===== config.mk =====
export PLATFORM = sky130hd
export DESIGN_NAME = inst_fetch_flat
export DESIGN_NICKNAME = d
export VERILOG_FILES = /design/src/rtl/inst_fetch_pkg.sv /design/src/rtl/inst_fetch_if.sv /design/src/rtl/inst_fetch_fifo.sv /design/src/rtl/inst_fetch.sv /design/src/flat_wrapper.sv
export SDC_FILE = /design/constraint.sdc
export NUM_CORES = 1
export LEC_CHECK = 0
export CAP_MARGIN = 20
export CORE_MARGIN = 2
export CORE_UTILIZATION = 65
export CTS_BUF_LIST = sky130_fd_sc_hd__clkbuf_4
export DETAILED_ROUTE_END_ITERATION = 7
export PLACE_DENSITY = 0.85
export SLEW_MARGIN = 20
export SYNTH_ARGS = -nofsm -noshare
export SYNTH_HDL_FRONTEND = slang
export SYNTH_SLANG_ARGS = --single-unit

===== constraint.sdc =====
create_clock -name clk -period 17.8 [get_ports clk]
set_clock_uncertainty 0.15 [all_clocks]
set_input_delay 1.78 -clock clk [delete_from_list [all_inputs] [get_ports clk]]
set_output_delay 1.78 -clock clk [all_outputs]
set_load 0.05 [all_outputs]

===== src/rtl/inst_fetch_pkg.sv =====
// Shared types and constants for the instruction fetch unit.
package ifetch_pkg;

  localparam int DEPTH = 4;
  localparam logic [31:0] NOP_INST = 32'h0000_0000;
  localparam int CNT_W = $clog2(DEPTH + 1);

  typedef enum logic [1:0] {
    IDLE  = 2'd0,
    REQ   = 2'd1,
    DRAIN = 2'd2
  } ifetch_state_e;

  typedef struct packed {
    logic [31:0] addr;
    logic [31:0] data;
  } fetch_entry_t;

  // Word-align an address; the low two bits never take part in matching.
  function automatic logic [31:0] word_align(input logic [31:0] a);
    return {a[31:2], 2'b00};
  endfunction

endpackage


===== src/rtl/inst_fetch_if.sv =====
// Instruction-memory read port.
// Handshake: the master raises req with a word-aligned addr and keeps both
// stable until the slave returns a one-cycle ack; rdata is valid only in
// the ack cycle. At most one request is ever outstanding.
interface inst_fetch_if;
  logic        req;
  logic [31:0] addr;
  logic        ack;
  logic [31:0] rdata;

  modport master (output req, output addr, input ack, input rdata);
  modport slave  (input req, input addr, output ack, output rdata);
endinterface


===== src/rtl/inst_fetch_fifo.sv =====
// Prefetch buffer holding {addr,data} entries in FIFO order; flush wins
// over push and pop.
module fetch_fifo
  import ifetch_pkg::fetch_entry_t;
#(
  parameter int DEPTH = 4
) (
  input  logic                       clk,
  input  logic                       rst,
  input  logic                       push,
  input  fetch_entry_t               push_entry,
  input  logic                       pop,
  input  logic                       flush,
  output logic                       full,
  output logic                       empty,
  output logic [$clog2(DEPTH+1)-1:0] count,
  output fetch_entry_t               head
);

  localparam int PTR_W = (DEPTH > 1) ? $clog2(DEPTH) : 1;
  localparam int CW    = $clog2(DEPTH + 1);

  fetch_entry_t     mem_q [DEPTH];
  fetch_entry_t     mem_d [DEPTH];
  logic [PTR_W-1:0] wr_q, wr_d;
  logic [PTR_W-1:0] rd_q, rd_d;
  logic [CW-1:0]    count_q, count_d;
  logic             do_push, do_pop;

  function automatic logic [PTR_W-1:0] ptr_inc(input logic [PTR_W-1:0] p);
    return (p == PTR_W'(DEPTH - 1)) ? '0 : p + PTR_W'(1);
  endfunction

  // Next-state of storage, pointers and occupancy.
  always_comb begin
    mem_d   = mem_q;
    wr_d    = wr_q;
    rd_d    = rd_q;
    count_d = count_q;
    do_push = push && (count_q != CW'(DEPTH));
    do_pop  = pop && (count_q != '0);
    if (flush) begin
      wr_d    = '0;
      rd_d    = '0;
      count_d = '0;
    end else begin
      if (do_push) begin
        mem_d[wr_q] = push_entry;
        wr_d        = ptr_inc(wr_q);
      end
      if (do_pop) begin
        rd_d = ptr_inc(rd_q);
      end
      count_d = count_q + CW'(do_push) - CW'(do_pop);
    end
  end

  // Storage and pointer registers.
  always_ff @(posedge clk or posedge rst) begin
    if (rst) begin
      wr_q    <= '0;
      rd_q    <= '0;
      count_q <= '0;
      for (int i = 0; i < DEPTH; i++) begin
        mem_q[i] <= '0;
      end
    end else begin
      wr_q    <= wr_d;
      rd_q    <= rd_d;
      count_q <= count_d;
      mem_q   <= mem_d;
    end
  end

  // Status and head view.
  always_comb begin
    full  = (count_q == CW'(DEPTH));
    empty = (count_q == '0);
    count = count_q;
    head  = mem_q[rd_q];
  end

endmodule


===== src/rtl/inst_fetch.sv =====
// Instruction fetch unit: prefetches sequential words into a small FIFO and
// presents the head word to the cpu when its address matches pc.
module inst_fetch
  import ifetch_pkg::*;
(
  input  logic               clk,
  input  logic               reset,
  input  logic [31:0]        pc,
  input  logic               hold,
  output logic [31:0]        inst,
  output logic               inst_valid,
  inst_fetch_if.master       imem,
  output ifetch_state_e      dbg_state,
  output logic [CNT_W-1:0]   dbg_count
);

  ifetch_state_e    state_q, state_d;
  logic [31:0]      exp_pc_q, exp_pc_d;
  logic [31:0]      fetch_addr_q, fetch_addr_d;
  logic [31:0]      req_addr_q, req_addr_d;

  logic             fifo_push, fifo_pop, fifo_flush;
  logic             fifo_full, fifo_empty;
  logic [CNT_W-1:0] fifo_count;
  fetch_entry_t     fifo_head, push_entry;

  logic             redirect, head_match, issue;
  logic [31:0]      redirect_addr, fetch_base;
  logic [CNT_W-1:0] occupancy;

  fetch_fifo #(.DEPTH(DEPTH)) u_fifo (
    .clk        (clk),
    .rst        (reset),
    .push       (fifo_push),
    .push_entry (push_entry),
    .pop        (fifo_pop),
    .flush      (fifo_flush),
    .full       (fifo_full),
    .empty      (fifo_empty),
    .count      (fifo_count),
    .head       (fifo_head)
  );

  // Redirect detection, head matching and the issue condition. A redirect
  // flushes the FIFO this cycle, so the issue check sees it as empty.
  always_comb begin
    redirect      = !hold && (pc[31:2] != exp_pc_q[31:2]);
    redirect_addr = word_align(pc);
    head_match    = !fifo_empty && (fifo_head.addr[31:2] == pc[31:2]);
    fetch_base    = redirect ? redirect_addr : fetch_addr_q;
    occupancy     = redirect ? '0 : fifo_count;
    issue         = (state_q == IDLE) && (occupancy < CNT_W'(DEPTH));
  end

  // Next-state logic. Any ack seen in IDLE (e.g. right after reset) is ignored.
  always_comb begin
    state_d = state_q;
    case (state_q)
      IDLE:    if (issue) state_d = REQ;
      REQ:     if (imem.ack) state_d = IDLE;
               else if (redirect) state_d = DRAIN;
      DRAIN:   if (imem.ack) state_d = IDLE;
      default: state_d = IDLE;
    endcase
  end

  // Address bookkeeping and FIFO control.
  always_comb begin
    exp_pc_d     = exp_pc_q;
    fetch_addr_d = fetch_base;
    req_addr_d   = req_addr_q;
    fifo_flush   = redirect;
    fifo_pop     = head_match && !hold && !redirect;
    fifo_push    = (state_q == REQ) && imem.ack && !redirect;
    push_entry   = '{addr: req_addr_q, data: imem.rdata};
    if (redirect) begin
      exp_pc_d = redirect_addr;
    end else if (fifo_pop) begin
      exp_pc_d = exp_pc_q + 32'd4;
    end
    if (issue) begin
      req_addr_d   = fetch_base;
      fetch_addr_d = fetch_base + 32'd4;
    end
  end

  // State and address registers.
  always_ff @(posedge clk or posedge reset) begin
    if (reset) begin
      state_q      <= IDLE;
      exp_pc_q     <= '0;
      fetch_addr_q <= '0;
      req_addr_q   <= '0;
    end else begin
      state_q      <= state_d;
      exp_pc_q     <= exp_pc_d;
      fetch_addr_q <= fetch_addr_d;
      req_addr_q   <= req_addr_d;
    end
  end

  // Outputs: request port, cpu-facing instruction and debug view.
  always_comb begin
    imem.req   = (state_q == REQ);
    imem.addr  = req_addr_q;
    inst_valid = head_match;
    inst       = head_match ? fifo_head.data : NOP_INST;
    dbg_state  = state_q;
    dbg_count  = fifo_count;
  end

endmodule


===== src/flat_wrapper.sv =====
// flat-port wrapper written by rule: the top's interface ports become plain ports
module inst_fetch_flat import ifetch_pkg::*;
  (clk, reset, pc, hold, inst, inst_valid, dbg_state, dbg_count, imem_req, imem_addr, imem_ack, imem_rdata);
  inst_fetch_if imem_i ();
  input  logic clk;
  input  logic reset;
  input  logic [31:0] pc;
  input  logic hold;
  output logic [31:0] inst;
  output logic inst_valid;
  output ifetch_state_e dbg_state;
  output logic [CNT_W-1:0] dbg_count;
  output wire logic [$bits(imem_i.req)-1:0] imem_req;
  output wire logic [$bits(imem_i.addr)-1:0] imem_addr;
  input wire logic [$bits(imem_i.ack)-1:0] imem_ack;
  input wire logic [$bits(imem_i.rdata)-1:0] imem_rdata;
  assign imem_req = imem_i.req;
  assign imem_addr = imem_i.addr;
  assign imem_i.ack = imem_ack;
  assign imem_i.rdata = imem_rdata;
  inst_fetch u_core (.clk(clk), .reset(reset), .pc(pc), .hold(hold), .inst(inst), .inst_valid(inst_valid), .imem(imem_i), .dbg_state(dbg_state), .dbg_count(dbg_count));
endmodule

# == After elaboration in Yosys (flattened, before gate mapping) ==
# Index checks and enable logic that the tools add are counted.
# W data, S select, Z words.
# word_totals
reg_bits,361
input_bits,68
output_inout_bits,71
elab_cells,83
# classes
addsub,6
n_lt_le_gt_ge,4
eq_ne,10
n_mux,24
n_bitwise,3
n_reduce_logical,21
# op_table
op,n
$bwmux W256,1
$mux W64,3
$mux W32,5
$bmux W64 S2,1
$demux W64 S2,1
$add A32 B3 Y32 const B,2
$eq A30 B30 Y1,1
$ne A30 B30 Y1,1
$mux W2,10
$logic_and A1 B1 Y1,10
$eq A2 B2 Y1 const B,3
$ge A3 B3 Y1 const B,2
$mux W3,2
$not A2 Y3,2
$pmux W2 S3,1
$reduce_bool A2 Y1,3
$add A2 B1 Y2 const B,2
$add A3 B1 Y3,1
$logic_not A1 Y1,3
$logic_not A3 Y1,1
$lt A3 B1 Y1 const B,1
$lt A3 B3 Y1 const B,1
$ne A3 B1 Y1 const B,1
$ne A3 B3 Y1 const B,1
9 further kinds,9

# == Longest topological paths before layout ==
# Gate-level depths: netlist (run 1).
# depth
ltp_word,11
mapped_depth,18
mapped_depth_nobuf,16

# == By module ==
# Synthesis (run 1) repeated with hierarchy kept, for this count alone.
# unflattened
cells_unflattened,1422
hier_area_um2,18637.9
# modules_own_cells
mod,n_inst,cells_per_inst,area_per_inst_um2,seq_area_each_um2
fetch_fifo,1,665,12094.1,6581.3
inst_fetch,1,757,6543.8,2402.3

# == Least setup slack after synthesis (run 1) ==
# No wires, ideal clock.
# synth_timing
kind,input port to output port
start,in pc[7]
end,out inst[10]
t_arrival_ps,3595
required_time_ps,15870
setup_slack_ps,12275
cell_stages,6
path_buffers,2
path_cell_list,clkbuf_1 -> xnor2_1 -> nand4_1 -> nor4_4 -> clkbuf_1 -> and3_1
# synth_via
elab_chain_len,3
# synth_lines
item,line,text
"start, declared",flat_wrapper.sv:7,input logic [31:0] pc;
$eq A30 B30 Y1,inst_fetch.sv:49,head_match = !fifo_empty && (fifo_head.addr[31:2] == pc[31:2]);
$logic_and A1 B1 Y1,inst_fetch.sv:49,
$mux W32,inst_fetch.sv:107,inst = head_match ? fifo_head.data : NOP_INST;
"end, declared",flat_wrapper.sv:9,output logic [31:0] inst;
# Every way passes these cells.

# == Worst setup path in the final report (run 1) ==
# layout_timing
start,reg u_core.u_fifo.rd_q[0]
end,out inst[31]
# layout_via
elab_chain_len,7
# layout_lines
item,line,text
"start, declared",inst_fetch_fifo.sv:26,"logic [PTR_W-1:0] rd_q, rd_d;"
"start signal, assigned",inst_fetch_fifo.sv:69,rd_q <= rd_d;
$not A2 Y3 (not written as such) *,inst_fetch_fifo.sv:80,head = mem_q[rd_q];
$bmux W64 S2 *,inst_fetch_fifo.sv:80,
$mux W64 (not written as such) * (2 in series),inst_fetch_fifo.sv:80,
$eq A30 B30 Y1,inst_fetch.sv:49,
$logic_and A1 B1 Y1,inst_fetch.sv:49,
$mux W32 *,inst_fetch.sv:107,
# Every way passes the cells marked *; elsewhere a longest branch is shown, timed or not. The select of a mux whose other input is x is not followed.

==> qor.csv, run 1 <==
stage,metric,value,unit
power_and_ir_drop,leakage,0.009150,µW
power_and_ir_drop,register share of total power,0.451,
status,status,"complete, no violations",
worst_setup_path,WP data arrival,5330,ps
clock_tree,Sink Count,351,
power_and_ir_drop,combinational share of power,0.301,
yosys,Mean Syn Cell Area,12.43,µm²
timing,final setup violation count,0,
grt,first-pass GRT wire length,71.07,mm
grt,initial antenna violation count,1,
route,Total Wirelength,44.23,mm
timing,final slew viol count,0,
route,total iterations of the first detailed-routing run,7,
finish,Final nets,1654,
worst_setup_path,Reg-to-Reg End,u_core.u_fifo.count[2],
clock_tree,hold buffers post-CTS,0,
grt,global route total overflow,0,
yosys,leading area contributor after synthesis,dfrtp_1,
timing,Slew Limit Headroom,0.2760,
clock_tree,Clock Root Buffer,clkbuf_4,
yosys,Ys Warns,0,
die,Boundary Pins,139,
clock_tree,H-tree depth,3,
route,DRC errors left,0,
die,Placement Rows,60,
clock_tree,TritonCTS clock tree,done,
placed_design,"worst slack, placed",10700,ps
clock_tree,Worst-Skew Late Latency,720,ps
clock_tree,Num CTS Buffers,90,
finish,Syn-to-layout area delta,14.84,%
worst_setup_path,flop2flop setup slack,12200,ps
run,Max-Cap Viols,0,
grt,GRT Total Usage,0.3181,
power_and_ir_drop,Int Power,1753,µW
min_path,Hold Crit Class,reg2reg,
yosys,post-synth top area share,0.4947,
timing,"Hold Vio Cnt, Final",0,
yosys,synthesized instance count,1428,
timing,fin crit period,7258,ps
placed_design,GPL Wtd Cong,0.9611,
grt,pin count of the biggest net entering global routing,145,
yosys,commonest register cell after synthesis,dfrtp_1,
worst_setup_path,crit path max fanout,49,
clock_tree,CTS max path bufs,3,
clock_tree,number of setup buffers added after CTS,0,
worst_setup_path,CP Data Required Time,15870,ps
worst_setup_path,worst reg-to-reg path cell count,17,
timing,Max Fclk,137.8,MHz
worst_setup_path,Worst setup EP type,primary output,
timing,setup TNS,0,ps
worst_setup_path,CP Launch Point,u_core.u_fifo.rd_q[0],
worst_setup_path,kind of critical path,reg2out,
die,Core ar.,0.02688,mm²
yosys,ranking of synthesized cells by area,"dfrtp_1, mux2_2, mux4_2",
route,via count,12780,
timing,RSZ-0062 raised after global routing,no,
worst_setup_path,CP Launch Type,flop,
power_and_ir_drop,Clock Power Share,0.248,
yosys,Cell variety after synth,67,
clock_tree,post-CTS resize count,0,
yosys,number of synthesized flops with an enable pin,0,
power_and_ir_drop,Sw Ratio,0.3449,
yosys,mapped cell area,0.01775,mm²
grt,vias in the first global route,13290,
yosys,ys async rst share,1.000,
die,Starting Density,0.6606,
finish,filler instances,1681,
yosys,flop and latch count out of synthesis,351,
power_and_ir_drop,maximum VDD drop,0.00008981,V
die,die width,169.3,µm
yosys,sequential share of the synthesized area,0.4947,
route,Via density,6.470,
timing,Worst Tran Pin Value,1086,ps
die,die area,0.02865,mm²
worst_setup_path,Reg-to-Reg Start,u_core.u_fifo.rd_q[0],
timing,final worst slack,10540,ps
worst_setup_path,crit path capture,inst[31],
timing,fin crit share,0.4077,
placed_design,Port Buf Inserts,136,
route,Avg WL per Cell,22.38,µm
route,Initial DRC Count,1258,
power_and_ir_drop,NetSw,923.4,µW
power_and_ir_drop,Power Density,131.3,mW/mm²
route,Antenna Nets Post-Route,0,
die,Die Span Y,169.3,µm
clock_tree,Worst-path clk slew,60,ps
yosys,total nets after synthesis,1506,
placed_design,hpwl dp,28.05,mm
finish,fraction of layout cells with a size suffix above 1,0.2872,
-- layout make-up --
class | instances | area [µm²] | area share
antenna | 2 | 5.005 | 0.0002455
clock buffer | 123 | 923.4 | 0.04529
sequential | 351 | 8788 | 0.4310
tap | 341 | 426.7 | 0.02093
multi-input combinational | 955 | 8493 | 0.4165
clock inverter | 26 | 151.4 | 0.007425
inverter | 23 | 93.84 | 0.004602
timing repair buffer | 155 | 1508 | 0.07394
-- worst min path at each step --
| stage | start | end | slack [ps] | depth (start not counted) |
|---|---|---|---|---|
| finish | u_core.fetch_addr_q[1] | u_core.fetch_addr_q[1] | 330 | 1 |
| global route | u_core.fetch_addr_q[1] | u_core.fetch_addr_q[1] | 360 | 1 |
| global placement | u_core.fetch_addr_q[0] | u_core.fetch_addr_q[0] | 310 | 1 |
| floorplan | u_core.fetch_addr_q[0] | u_core.fetch_addr_q[0] | 290 | 1 |
| CTS | u_core.fetch_addr_q[1] | u_core.fetch_addr_q[1] | 330 | 1 |
| detailed placement | u_core.fetch_addr_q[1] | u_core.fetch_addr_q[1] | 310 | 1 |
-- cell usage after synthesis, types with 7 or more instances --
cell,count
mux2i_1,39
a211oi_1,7
nand4_1,28
dfrtp_1,351
mux4_2,62
or3_1,12
and3_1,50
nor3_1,21
xor2_1,47
mux2_1,23
xnor2_1,41
a21oi_1,12
nor4_1,14
mux2_2,230
and2_1,7
o311a_1,7
inv_1,22
nand3_1,33
nand2_1,90
clkbuf_1,80
o21ai_0,48
buf_2,9
ha_1,9
nor2_1,68
xnor2_2,7
-- stage by stage --
| step | std cells | utilization | area [µm²] | hold WS [ps] | total power [µW] |
|---|---|---|---|---|---|
| floorplan | 1428 | - | 17750 | 294.5 | 1748 |
| global placement | 1825 | 0.7183 | 19310 | 310.3 | 1966 |
| detailed placement | 1825 | 0.7183 | 19310 | 311.4 | 2017 |
| CTS | 1974 | 0.7583 | 20380 | 331.9 | 2690 |
| global route | 1976 | 0.7587 | 20390 | 357.3 | 2816 |
| finish | 1976 | 0.7587 | 20390 | 330.2 | 2677 |
-- cells by family after synthesis --
kind of cell             after synthesis  share of synthesized area
buffers and inverters                122                    0.02896
XOR/XNOR                              95                    0.04982
multiplexers                         354                     0.2611
adder cells (fa/ha/maj)               10                   0.007470
AO/OA/AOI/OAI                        141                    0.05441
AND/OR/NAND/NOR                      355                     0.1035
flip-flops                           351                     0.4947
-- power by group through the flow --
stage,Combinational (µW),Clock [µW],Sequential [µW]
floorplan,468,0,1280
global placement,773,0,1190
detailed placement,804,0,1210
CTS,809,678,1200
global route,858,720,1240
finish,806,663,1210
-- layout by cell type (no fill, tap or decap), types with 21 or more instances in the layout --
cell type and n:
nand4_1 28, nor2_1 68, clkbuf_4 123, o21ai_0 48, nand3_1 33, mux2_2 230, xor2_1 47, xnor2_1 41
nor3_1 21, inv_1 21, mux2_1 23, mux4_2 62, dfrtp_1 349, mux2i_1 39, nand2_1 86, clkdlybuf4s50_1 136
and3_1 50
-- metal layers --
| metal | vias to the layer above | wire, µm | GRT usage |
|---|---|---|---|
| li1 | 5598 | - | - |
| met1 | 6471 | 17530 | 0.4220 |
| met2 | 587 | 21180 | 0.5038 |
| met3 | 128 | 3867 | 0.07813 |
| met4 | 0 | 1652 | 0.1420 |
| met5 | - | 0 | 0 |
-- state kept, by name, summed over array words and instances, names as in the netlist --
signal and count:
u_core.u_fifo.wr_q 2, u_core.u_fifo.count 3, u_core.u_fifo.mem_q 248, u_core.fetch_addr_q 32, u_core.dbg_state 2, u_core.imem.addr 32
u_core.u_fifo.rd_q 2, u_core.exp_pc_q 30
-- worst max-delay path, stage by stage (launching register included) --
cell	delay (ps)
dfrtp_4	680
buf_6	620
mux4_2	620
xnor2_1	380
nand4_1	220
nor4_4	560
buf_4	430
and3_1	260
clkdlybuf4s50_1	820
Note: power is estimated with default switching activity, not from simulation.
==> inputs of run 2 (changes only) <==
--- a/config.mk
+++ b/config.mk
@@ -7,10 +7,10 @@
 export LEC_CHECK = 0
 export CAP_MARGIN = 20
 export CORE_MARGIN = 2
-export CORE_UTILIZATION = 65
+export CORE_UTILIZATION = 61
 export CTS_BUF_LIST = sky130_fd_sc_hd__clkbuf_4
 export DETAILED_ROUTE_END_ITERATION = 7
-export PLACE_DENSITY = 0.85
+export PLACE_DENSITY = 0.8
 export SLEW_MARGIN = 20
 export SYNTH_ARGS = -nofsm -noshare
 export SYNTH_HDL_FRONTEND = slang
==> constraint.sdc (replaced) <==
create_clock -name clk -period 7.1 [get_ports clk]
set_clock_uncertainty 0.15 [all_clocks]
set_input_delay 0.71 -clock clk [delete_from_list [all_inputs] [get_ports clk]]
set_output_delay 0.71 -clock clk [all_outputs]
set_load 0.05 [all_outputs]
==> qor.csv, run 2 (same netlist as run 1, synthesis figures left out) <==
stage,metric,value,unit,change
power_and_ir_drop,maximum VDD drop,0.0002081,V,was 0.00008981 V
worst_setup_path,flop2flop setup slack,1920,ps,was 12200 ps
route,Antenna Nets Post-Route,0,,unchanged
worst_setup_path,CP cell instances,buf_4 > mux4_2 > xnor2_1 > nand4_1 > nor4_4 > buf_4 > and3_1 > clkdlybuf4s50_1,,was buf_6 > mux4_2 > xnor2_1 > nand4_1 > nor4_4 > buf_4 > and3_1 > clkdlybuf4s50_1
worst_setup_path,CP Data Required Time,6240,ps,was 15870 ps
timing,final slew viol count,0,,unchanged
route,wire length on met1,18.34,mm,was 17.53 mm
timing,RSZ-0062 raised after global routing,no,,unchanged
finish,max FFs per register,248,,unchanged
finish,fraction of layout cells with a size suffix above 1,0.2913,,was 0.2872
finish,Syn-to-layout area delta,15.72,%,was 14.84%
placed_design,placed insts,1870,,was 1825
die,Core ar.,0.02870,mm²,was 0.02688 mm²
worst_setup_path,worst reg-to-reg path cell count,17,,unchanged
grt,global route total overflow,0,,unchanged
power_and_ir_drop,Power Density,328.9,mW/mm²,was 131.3 mW/mm²
worst_setup_path,CP Launch Type,flop,,unchanged
grt,first-pass GRT wire length,70.67,mm,was 71.07 mm
worst_setup_path,CP top delay family,buffers and inverters,,unchanged
min_path,Hold Crit Class,in2async,,was reg2reg
grt,GRT Total Usage,0.2941,,was 0.3181
worst_setup_path,Reg-to-Reg Start,u_core.u_fifo.rd_q[1],,was u_core.u_fifo.rd_q[0]
timing,Slew Limit Headroom,0.2960,,was 0.2760
finish,Final nets,1658,,was 1654
timing,fin crit share,0.8265,,
clock_tree,H-tree depth,3,,unchanged
clock_tree,TritonCTS clock tree,done,,unchanged
timing,Max Fclk,170.4,MHz,
die,Die Span Y,174.6,µm,was 169.3 µm
worst_setup_path,Worst setup EP type,primary output,,unchanged
clock_tree,number of setup buffers added after CTS,0,,unchanged
worst_setup_path,worst stage delay on the critical path,950,ps,was 820 ps
die,Placement Rows,62,,was 60
worst_setup_path,crit path max fanout,36,,was 49
grt,initial antenna violation count,1,,unchanged
timing,Worst Tran Pin Value,1056,ps,was 1086 ps
route,Avg WL per Cell,21.67,µm,was 22.38 µm
route,DR WL met2,21.04,mm,was 21.18 mm
timing,fin crit period,5868,ps,
placed_design,Port Buf Inserts,136,,unchanged
grt,vias in the first global route,13380,,was 13290
clock_tree,Clock Root Buffer,clkbuf_4,,unchanged
die,die width,174.6,µm,was 169.3 µm
route,Total Wirelength,44.10,mm,was 44.23 mm
placed_design,GPL Wtd Cong,0.9347,,was 0.9611
clock_tree,Worst-path clk slew,70,ps,was 60 ps
route,Via density,6.239,,was 6.470
clock_tree,Worst-Skew Late Latency,770,ps,was 720 ps
timing,Fin Hold WS,225.9,ps,was 330.2 ps
die,Starting Density,0.6186,,was 0.6606
worst_setup_path,Reg-to-Reg End,u_core.u_fifo.count[2],,unchanged
clock_tree,Sink Count,351,,unchanged
finish,"most common cell after layout, fill and taps aside",dfrtp_1,,unchanged
clock_tree,post-CTS resize count,0,,unchanged
timing,setup TNS,0,ps,unchanged
clock_tree,hold buffers post-CTS,0,,unchanged
status,status,"complete, no violations",,unchanged
route,via count,12700,,was 12780
route,total iterations of the first detailed-routing run,5,,was 7
route,DR top layer,met4,,unchanged
finish,fin util,0.7158,,was 0.7587
power_and_ir_drop,leakage,0.009213,µW,was 0.009150 µW
timing,"Hold Vio Cnt, Final",0,,unchanged
die,Boundary Pins,139,,unchanged
worst_setup_path,CP dominant cell by count,buf_4,,
finish,most frequent cells in the layout,"dfrtp_1, mux2_2, clkdlybuf4s50_1",,unchanged
run,Max-Cap Viols,0,,unchanged
worst_setup_path,CP Launch Point,u_core.u_fifo.rd_q[1],,was u_core.u_fifo.rd_q[0]
worst_setup_path,CP max-delay cell,dfrtp_2,,was clkdlybuf4s50_1
route,DRC errors left,0,,unchanged
worst_setup_path,worst path buffer plus inverter count,3,,unchanged
worst_setup_path,WP data arrival,5010,ps,was 5330 ps
finish,Layout Cells excl Fill,2035,,was 1976
route,Initial DRC Count,1132,,was 1258
route,met3 wire len,3.193,mm,was 3.867 mm
placed_design,hpwl dp,28.43,mm,was 28.05 mm
clock_tree,CTS max path bufs,3,,unchanged
finish,Top reg by flops,u_core.u_fifo.mem_q,,unchanged
grt,pin count of the biggest net entering global routing,137,,was 145
die,die area,0.03049,mm²,was 0.02865 mm²
worst_setup_path,kind of critical path,reg2out,,unchanged
clock_tree,Num CTS Buffers,92,,was 90
timing,final setup violation count,0,,unchanged
==> run 2: layer usage <==
metal | vias up | GRT usage
met3 | 116 | 0.06593
met2 | 550 | 0.4686
li1 | 5578 | -
met5 | - | 0
met1 | 6452 | 0.3926
met4 | 0 | 0.1281
==> run 2: where the power goes <==
part / switching (µW) / internal, µW
sequential: 429 / 2600
combinational: 1060 / 962
clock: 854 / 857
total: 2340 / 4420
==> run 2: through the flow <==
stage | setup slack (ps) | power (µW) | area, µm²
2_1_floorplan | 1540 | 4383 | 17760
3_3_place_gp | 1908 | 4955 | 19400
3_5_place_dp | 1918 | 5074 | 19400
4_1_cts | 1135 | 6800 | 20540
5_1_grt | 936.0 | 7123 | 20540
6_report | 1232 | 6757 | 20550
==> run 2: how the worst max path moves through the flow <==
stage / end / slack (ps) / cells after the start
2_1_floorplan: u_core.dbg_state[0] / 1540 / 1
3_3_place_gp: u_core.u_fifo.count[2] / 1910 / 17
3_5_place_dp: u_core.u_fifo.count[2] / 1920 / 17
4_1_cts: inst[23] / 1140 / 8
5_1_grt: inst[23] / 940 / 8
6_report: inst[23] / 1230 / 8
==> run 2: final cells by class <==
class | instances | area, µm²
sequential | 351 | 8788
timing repair buffer | 157 | 1544
clock buffer | 130 | 975.9
antenna | 3 | 7.507
fill | 2012 | 8157
tap | 384 | 480.5
inverter | 23 | 90.09
clock inverter | 32 | 166.4
multi-input combinational | 955 | 8493
==> run 2: worst register-to-register path: cells and delay by family, from the launching register on <==
family	cells	cell delay, ps
XOR/XNOR	3	610
buffers and inverters	5	1160
adder cells (fa/ha/maj)	3	760
flip-flops	1	950
multiplexers	1	430
AND/OR/NAND/NOR	5	1010
==> inputs of run 3 (changes only) <==
==> constraint.sdc (replaced) <==
create_clock -name clk -period 5.8 [get_ports clk]
set_clock_uncertainty 0.15 [all_clocks]
set_input_delay 0.58 -clock clk [delete_from_list [all_inputs] [get_ports clk]]
set_output_delay 0.58 -clock clk [all_outputs]
set_load 0.05 [all_outputs]
==> qor.csv, run 3 (same netlist as run 1, synthesis figures left out) <==
stage,metric,value,unit,change
clock_tree,H-tree depth,3,,unchanged
route,Initial DRC Count,1399,,was 1132
finish,"most common cell after layout, fill and taps aside",dfrtp_1,,unchanged
finish,most frequent cells in the layout,"dfrtp_1, mux2_2, clkbuf_4",,"was dfrtp_1, mux2_2, clkdlybuf4s50_1"
min_path,Hold Crit Class,in2async,,unchanged
grt,GR Util met2,0.4790,,was 0.4686
worst_setup_path,flop2flop setup slack,980,ps,was 1920 ps
finish,fraction of layout cells with a size suffix above 1,0.2999,,was 0.2913
placed_design,GPL Wtd Cong,0.9439,,was 0.9347
finish,Top reg by flops,u_core.u_fifo.mem_q,,unchanged
grt,vias in the first global route,13420,,was 13380
clock_tree,Clock Root Buffer,clkbuf_4,,unchanged
die,die area,0.03049,mm²,unchanged
worst_setup_path,kind of critical path,reg2out,,unchanged
route,total iterations of the first detailed-routing run,8,,was 5
grt,global route total overflow,0,,unchanged
timing,final slew viol count,0,,unchanged
worst_setup_path,CP Launch Point,u_core.u_fifo.rd_q[0],,was u_core.u_fifo.rd_q[1]
grt,gr busiest metal,met2,,unchanged
worst_setup_path,crit path max fanout,36,,unchanged
die,Placement Rows,62,,unchanged
route,Antenna Nets Post-Route,0,,unchanged
status,status,"complete, no violations",,unchanged
clock_tree,TritonCTS clock tree,done,,unchanged
finish,Final nets,1667,,was 1658
timing,Max Fclk,184.5,MHz,
timing,Slew Limit Headroom,0.2843,,was 0.2960
grt,pin count of the biggest net entering global routing,143,,was 137
worst_setup_path,CP Data Required Time,5070,ps,was 6240 ps
worst_setup_path,worst reg-to-reg path cell count,16,,was 17
die,Starting Density,0.6186,,unchanged
placed_design,dpl cell area,0.01945,mm²,was 0.01940 mm²
worst_setup_path,Reg-to-Reg End,u_core.u_fifo.count[2],,unchanged
grt,GRT Total Usage,0.2966,,was 0.2941
die,Core ar.,0.02870,mm²,unchanged
die,Die Span Y,174.6,µm,unchanged
worst_setup_path,Worst setup EP type,primary output,,unchanged
clock_tree,Num CTS Buffers,92,,unchanged
grt,initial antenna violation count,1,,unchanged
clock_tree,CTS max path bufs,3,,unchanged
power_and_ir_drop,maximum VDD drop,0.0002433,V,was 0.0002081 V
route,DRC errors left,0,,unchanged
timing,Worst Tran Pin Value,1074,ps,was 1056 ps
worst_setup_path,CP Launch Type,flop,,unchanged
placed_design,hpwl dp,28.11,mm,was 28.43 mm
grt,global routing met1 resource utilization,0.3782,,was 0.3926
timing,final setup violation count,0,,unchanged
finish,Syn-to-layout area delta,16.43,%,was 15.72%
timing,"Hold Vio Cnt, Final",0,,unchanged
timing,fin crit share,0.9347,,
worst_setup_path,WP data arrival,4690,ps,was 5010 ps
route,Via density,6.250,,was 6.239
clock_tree,Sink Count,351,,unchanged
finish,fin area,0.02067,mm²,was 0.02055 mm²
clock_tree,Worst-path clk slew,70,ps,about the same
grt,GRT met3 Usage,0.08355,,was 0.06593
worst_setup_path,Reg-to-Reg Start,u_core.u_fifo.rd_q[0],,was u_core.u_fifo.rd_q[1]
power_and_ir_drop,leakage,0.009272,µW,was 0.009213 µW
die,Boundary Pins,139,,unchanged
timing,fin crit period,5421,ps,
route,Avg WL per Cell,22.00,µm,was 21.67 µm
placed_design,Port Buf Inserts,136,,unchanged
timing,setup TNS,0,ps,unchanged
run,Max-Cap Viols,0,,unchanged
grt,first-pass GRT wire length,71.21,mm,was 70.67 mm
die,die width,174.6,µm,unchanged
route,Total Wirelength,44.87,mm,was 44.10 mm
clock_tree,Worst-Skew Late Latency,730,ps,was 770 ps
power_and_ir_drop,Power Density,402.5,mW/mm²,was 328.9 mW/mm²
route,via count,12740,,was 12700
timing,RSZ-0062 raised after global routing,no,,unchanged
finish,max FFs per register,248,,unchanged
==> run 3: worst max-delay path by stage <==
stage | endpoint | slack [ps] | depth (start not counted)
after floorplan | u_core.dbg_state[0] | 370 | 1
after global placement | u_core.u_fifo.count[2] | 900 | 16
after detailed placement | u_core.u_fifo.count[2] | 890 | 16
after CTS | inst[11] | 170 | 7
after global routing | inst[15] | 210 | 8
final | inst[11] | 380 | 7
==> run 3: layout make-up <==
cell class              count  area, µm²
diodes                      1      2.502
clock buffers             140       1051
clock inverters            19      97.59
fillers                  2034       8030
inverters                  23      90.09
multi-input cells         955       8493
flip-flops and latches    351       8788
well taps                 384      480.5
repair buffers            166       1669
==> run 3: critical path: stages (launching register included) <==
cell             delay [ps]
dfrtp_4                 760
mux4_2                  600
xnor2_1                 440
nand4_1                 250
nor4_4                  350
buf_4                   460
and3_1                  260
clkdlybuf4s50_1         840
==> run 3: through the flow <==
stage          setup slack [ps]  power, µW    util  hold slack (ps)  instances
6_report                  378.9       8321  0.7202            45.25       2039
5_1_grt                   208.2       8772  0.7202            3.331       2039
4_1_cts                   165.0       8340  0.7178            250.9       2035
3_5_place_dp              892.1       6193  0.6778            313.5       1876
3_3_place_gp              903.2       6049  0.6778            312.7       1876
2_1_floorplan             369.6       5366       -            294.5       1428
==> run 3: routing by layer <==
layer,share of wire,vias up
met2,0.48,560
met4,0.035,0
li1,-,5610
met5,0,-
met1,0.40,6450
met3,0.086,123
==> run 3: what timing repair did <==
action,4_1_cts,5_1_grt
endpoints found under the hold margin,0,0
hold buffers,0,0
gates resized for setup,0,0
setup endpoints to repair,0,9
setup buffers,0,1
==> run 3: power breakdown <==
part / switching (µW) / leakage, µW / internal, µW
Sequential: 529 / 0.00451 / 3180
Clock: 1030 / 0.000676 / 1100
Combinational: 1290 / 0.00408 / 1200
Total: 2840 / 0.00927 / 5480
==> edit 1 (flow settings as in run 2) <==
`DEPTH` is set to 4 in 2 places; all go to 8.
--- a/src/rtl/inst_fetch_pkg.sv
+++ b/src/rtl/inst_fetch_pkg.sv
@@ -3,3 +3,3 @@
 
-  localparam int DEPTH = 4;
+  localparam int DEPTH = 8;
   localparam logic [31:0] NOP_INST = 32'h0000_0000;
--- a/src/rtl/inst_fetch_fifo.sv
+++ b/src/rtl/inst_fetch_fifo.sv
@@ -5,3 +5,3 @@
 #(
-  parameter int DEPTH = 4
+  parameter int DEPTH = 8
 ) (
Interface: changed (resized dbg_count); port bits go from 139 to 140. No check against the original RTL was run, so the function may have changed too.
==> edit 1 against run 2 <==
  * Area after synthesis rose by 65%
  * Global-route usage shrank 0.13 points
  * Routed wire length grew 60%
  * Sequential share of layout area increased by 2.6 points
  * Sequential cell count up 251
  * Cell area up 62%
  * Die area grew 63%
  * Combinational power is 16% higher
  * Worst hold slack worse by 0.10 ns
  * Power up 51%
  * Worst setup slack worse by 0.46 ns
  * Non-clock buffer count rose by 13
==> edit 1: results (changes against run 2) <==
synth:
  yosysUniqueCellTypes: 66  # -1.5%
  yosysSeqAreaShare_pct: 51.5  # +2.0 points
  ys_top_cells_by_count: "602 x dfrtp_1, 495 x mux2_2, 159 x mux2i_1, 119 x nor2_1, 98 x clkbuf_1"
  synth.area.top_cells: "dfrtp_1 52%, mux2_2 19%, mux4_2 7.4%, mux2i_1 5.4%, xnor2_1 1.7%"
clock_network:
  cts_buffers: 159  # +73%
  clk_latency_ns: 0.99  # +0.22 ns
setup_path:
  crit_slowest_cell: "dfrtp_4"
  reg2reg_from: "u_core.u_fifo.rd_q[0]"
  cp_top_family: "simple AND/OR/NAND/NOR gates"
  cp_max_fo: 39  # +8.3%
  cp.arrival_ns: 5.47  # +0.46 ns
  rrSetupSlack_ns: 1.62  # -0.30 ns
sta:
  hold_ws_ns: 0.123  # -0.102 ns
  worst_pin_slew_ns: 1.15  # +0.0957 ns
placed_design:
  dpl_cell_area_sq_mm: 0.0311  # +60%
  routabilityCongestion: 0.924  # -1.1%
grt:
  antenna_found_initial: 3  # +2
  grt_pass1_vias: 20427  # +53%
  track_usage_pct: 29.3  # -0.13 points
  grt_pass1_wl_mm: 113  # +59%
layout:
  drive_gt1_share_pct: 36.4  # +7.2 points
power_and_ir_drop:
  irDropWorstVdd_uv: 212  # +1.7%
floorplan:
  rows: 80  # +29%
drt:
  dr.pass1.iters: 6  # +1
  routed_wl_mm: 70.5  # +60%
  drt_iter0_drc: 1638  # +45%
outcome:
  outcome: "finished, final reports clean"
==> edit 1: cell types whose count changed after synthesis, sizes merged, moves of 17 or more <==
cell	delta
dfrtp	+251
mux2	+249
mux2i	+120
nor2	+51
buf	+42
and3	-37
a21oi	+35
mux4	+34
o21ai	-34
nand2	-30
a22o	+18
clkbuf	+18
xor2	-17
==> edit 1: how the worst max path moves through the flow <==
stage                          start                endpoint  slack [ns]  cells past startpoint
6_report       u_core.u_fifo.rd_q[0]                inst[10]        0.77                      9
3_3_place_gp   u_core.u_fifo.rd_q[1]  u_core.u_fifo.count[3]        1.76                     17
3_5_place_dp   u_core.u_fifo.rd_q[1]  u_core.u_fifo.count[1]        1.75                     15
4_1_cts        u_core.u_fifo.rd_q[1]                inst[24]        0.67                     10
5_1_grt        u_core.u_fifo.rd_q[1]                inst[10]        0.43                     10
2_1_floorplan                  reset     u_core.dbg_state[0]       -1.97                      1
==> edit 1: metal layers <==
| layer | part of all wire, % | track usage [%] | vias to the layer above | wire, microns |
|---|---|---|---|---|
| li1 | - | - | 8434 | - |
| met5 | 0 | 0 | - | 0 |
| met1 | 42 | 38.9 | 10024 | 29700 |
| met4 | 2.5 | 11.1 | 0 | 1730 |
| met2 | 49 | 47.2 | 736 | 34300 |
| met3 | 6.7 | 7.14 | 132 | 4700 |
==> edit 1: cell families after synthesis <==
logic type / Yosys count / synth area share [%]
buf+inv: 191 / 2.88
mux: 757 / 32.2
flops: 602 / 51.5
xor+xnor: 88 / 2.64
simple gates: 363 / 6.15
compound gates: 169 / 4.08
fa+ha+maj: 13 / 0.582
==> edit 1: through the flow <==
stage | cells | setup WS [ns] | TNS [ns]
after floorplan | 2183 | -1.97 | -1186.66
after global placement | 2809 | 1.76 | 0
after detailed placement | 2809 | 1.75 | 0
after CTS | 3071 | 0.671 | 0
after global routing | 3076 | 0.427 | 0
final | 3076 | 0.770 | 0
==> edit 1: final cells by class <==
type	instances	area, sq um
clock buffer	233	1750
clock inverter	29	363
tap	615	769
fill	3199	14300
multi-input combinational	1390	13400
antenna	5	12.5
inverter	32	124
timing repair buffer	170	1730
sequential	602	15100
==> edit 1: power by group <==
group          leakage, uW  switching, uW  internal [uW]
sequential         0.00794            584           4070
clock              0.00124           1410           1810
combinational      0.00578           1240           1100
total               0.0150           3230           6980
==> edit 2 (flow settings as in run 2) <==
Without the edit above. Take the reset off `fetch_addr_q` and `req_addr_q` and load them in a clocked block of their own.
--- a/src/rtl/inst_fetch.sv
+++ b/src/rtl/inst_fetch.sv
@@ -91,4 +91,2 @@
       exp_pc_q     <= '0;
-      fetch_addr_q <= '0;
-      req_addr_q   <= '0;
     end else begin
@@ -96,5 +94,8 @@
       exp_pc_q     <= exp_pc_d;
-      fetch_addr_q <= fetch_addr_d;
-      req_addr_q   <= req_addr_d;
     end
+  end
+
+  always_ff @(posedge clk) begin
+    fetch_addr_q <= fetch_addr_d;
+    req_addr_q   <= req_addr_d;
   end
Formal check against the unedited RTL: not equivalent (Yosys sat finds a counterexample within 4 cycles, from zero or initial values and one cycle with reset high).
==> edit 2 against run 2 <==
  * Non-clock buffer count decreased by 1
  * Synthesized cell count decreased by 9.9%
  * Power decreased by 3.1%
  * Area after synthesis decreased by 4.8%
  * Routed wire length decreased by 9.5%
  * Worst setup slack got worse by 0.29 ns
  * Cell area decreased by 3.7%
  * Worst hold slack improved by 0.091 ns
  * Combinational power decreased by 12%
  * Sequential power about the same
  * Sequential cell count unchanged
  * Register-to-register slack improved by 0.24 ns
  * Critical path type unchanged
  * Critical endpoint is now inst[13]
  * Largest cell class unchanged
  * Largest power group unchanged
==> edit 2: results (changes against run 2) <==
synth:
  synth_mux_area_share_pct: 27.4  # +1.2 points
  synth_xor_area_share_pct: 4.66  # -0.32 points
  synthArstFlopShare_pct: 81.8  # -18 points
  ys_top_cells_by_count: "287 x dfrtp_1, 273 x mux2_2, 73 x xnor2_1, 65 x clkbuf_1, 60 x mux4_2"
  synth-edff-count: 32  # +32
  yosysUniqueCellTypes: 61  # -9.0%
  synth_compound_area_share_pct: 5.03  # -0.41 points
  yosysSeqAreaShare_pct: 51.9  # +2.5 points
  synth_cells: 1286  # -9.9%
  synthesis.nets: 1364  # -9.4%
  synthAdderAreaFrac_pct: 0.784  # +0.037 points
  synth.area.top_cells: "dfrtp_1 42%, mux2_2 18%, mux4_2 8.0%, edfxtp_1 5.7%, dfxtp_1 3.8%"
layout:
  n_fill_cell: 1831  # -9.0%
  area_growth_pct: 17.0
  nets: 1531  # -7.7%
  seqCellArea_sq_mm: 0.00879  # about the same
  drive_gt1_share_pct: 33.7  # +4.6 points
sta:
  finalWorstSetupSlack_ns: 0.937  # -0.295 ns
  relSlewSlack_pct: 31.6  # +2.0 points
  hold_ws_ns: 0.317  # +0.0912 ns
outcome:
  outcome: "finished, final reports clean"
drt:
  drt_iter0_drc: 982  # -13%
  viasPerCell: 6.13  # -1.8%
  post_drt_wl_per_cell_microns: 21.1  # -2.7%
  routed_wl_mm: 39.9  # -9.5%
setup_path:
  cp_max_fo: 49  # +36%
  rrSetupSlack_ns: 2.16  # +0.24 ns
  rr_worst_depth: 16  # -1
  cp-endpoint: "inst[13]"
  reg2reg_from: "u_core.u_fifo.rd_q[0]"
  crit_slowest_cell: "dfrtp_4"
  cp.arrival_ns: 5.30  # +0.29 ns
  crit_path_max_incr_delay_ns: 1.09  # +0.14 ns
placed_design:
  dpl_cell_area_sq_mm: 0.0186  # -4.1%
  pre_cts_slack_ns: 1.39  # -0.533 ns
  hpwl_mm: 25.6  # -10%
  placedCellCount: 1730  # -7.5%
grt:
  antenna_found_initial: 2  # +1
  track_usage_pct: 28.6  # -0.83 points
  grt_max_degree: 195  # +42%
  grt_pass1_vias: 12009  # -10%
  grt_pass1_wl_mm: 64.1  # -9.3%
power_and_ir_drop:
  irDropWorstVdd_uv: 197  # -5.5%
  power.internal_uw: 4490  # +1.7%
  leakage_uw: 0.00850  # -7.7%
  power_uw: 6550  # -3.1%
clock_network:
  ctsResizeCount: 0  # unchanged
  htreeDepth: 3  # unchanged
  clk_latency_ns: 0.72  # -0.05 ns
## edit 2: cell types whose count changed in the layout (fill, tap and decap cells not counted), moves of 32 or more
cell | before | now
dfxtp_1 | 0 | 32
mux2_2 | 230 | 273
edfxtp_1 | 0 | 32
and3_1 | 50 | 17
xnor2_1 | 41 | 73
nand2_1 | 86 | 49
dfrtp_1 | 349 | 285
## edit 2: per-layer routing
layer | share of wire (%) | global-route usage [%] | up-vias | routed length, microns
li1 | - | - | 5110 | -
met1 | 43 | 39.9 | 5886 | 17100
met2 | 46 | 44.0 | 474 | 18400
met3 | 7.3 | 5.95 | 117 | 2920
met4 | 3.7 | 12.0 | 2 | 1460
met5 | 0.033 | 0 | - | 13
## edit 2: cell type report
| type | count | share of cell area [%] |
|---|---|---|
| antenna | 1 | 0.0126 |
| clock buffer | 137 | 5.20 |
| clock inverter | 22 | 0.632 |
| inverter | 19 | 0.379 |
| multi-input combinational | 833 | 39.2 |
| sequential | 351 | 44.4 |
| tap | 372 | 2.35 |
| timing repair buffer | 156 | 7.80 |
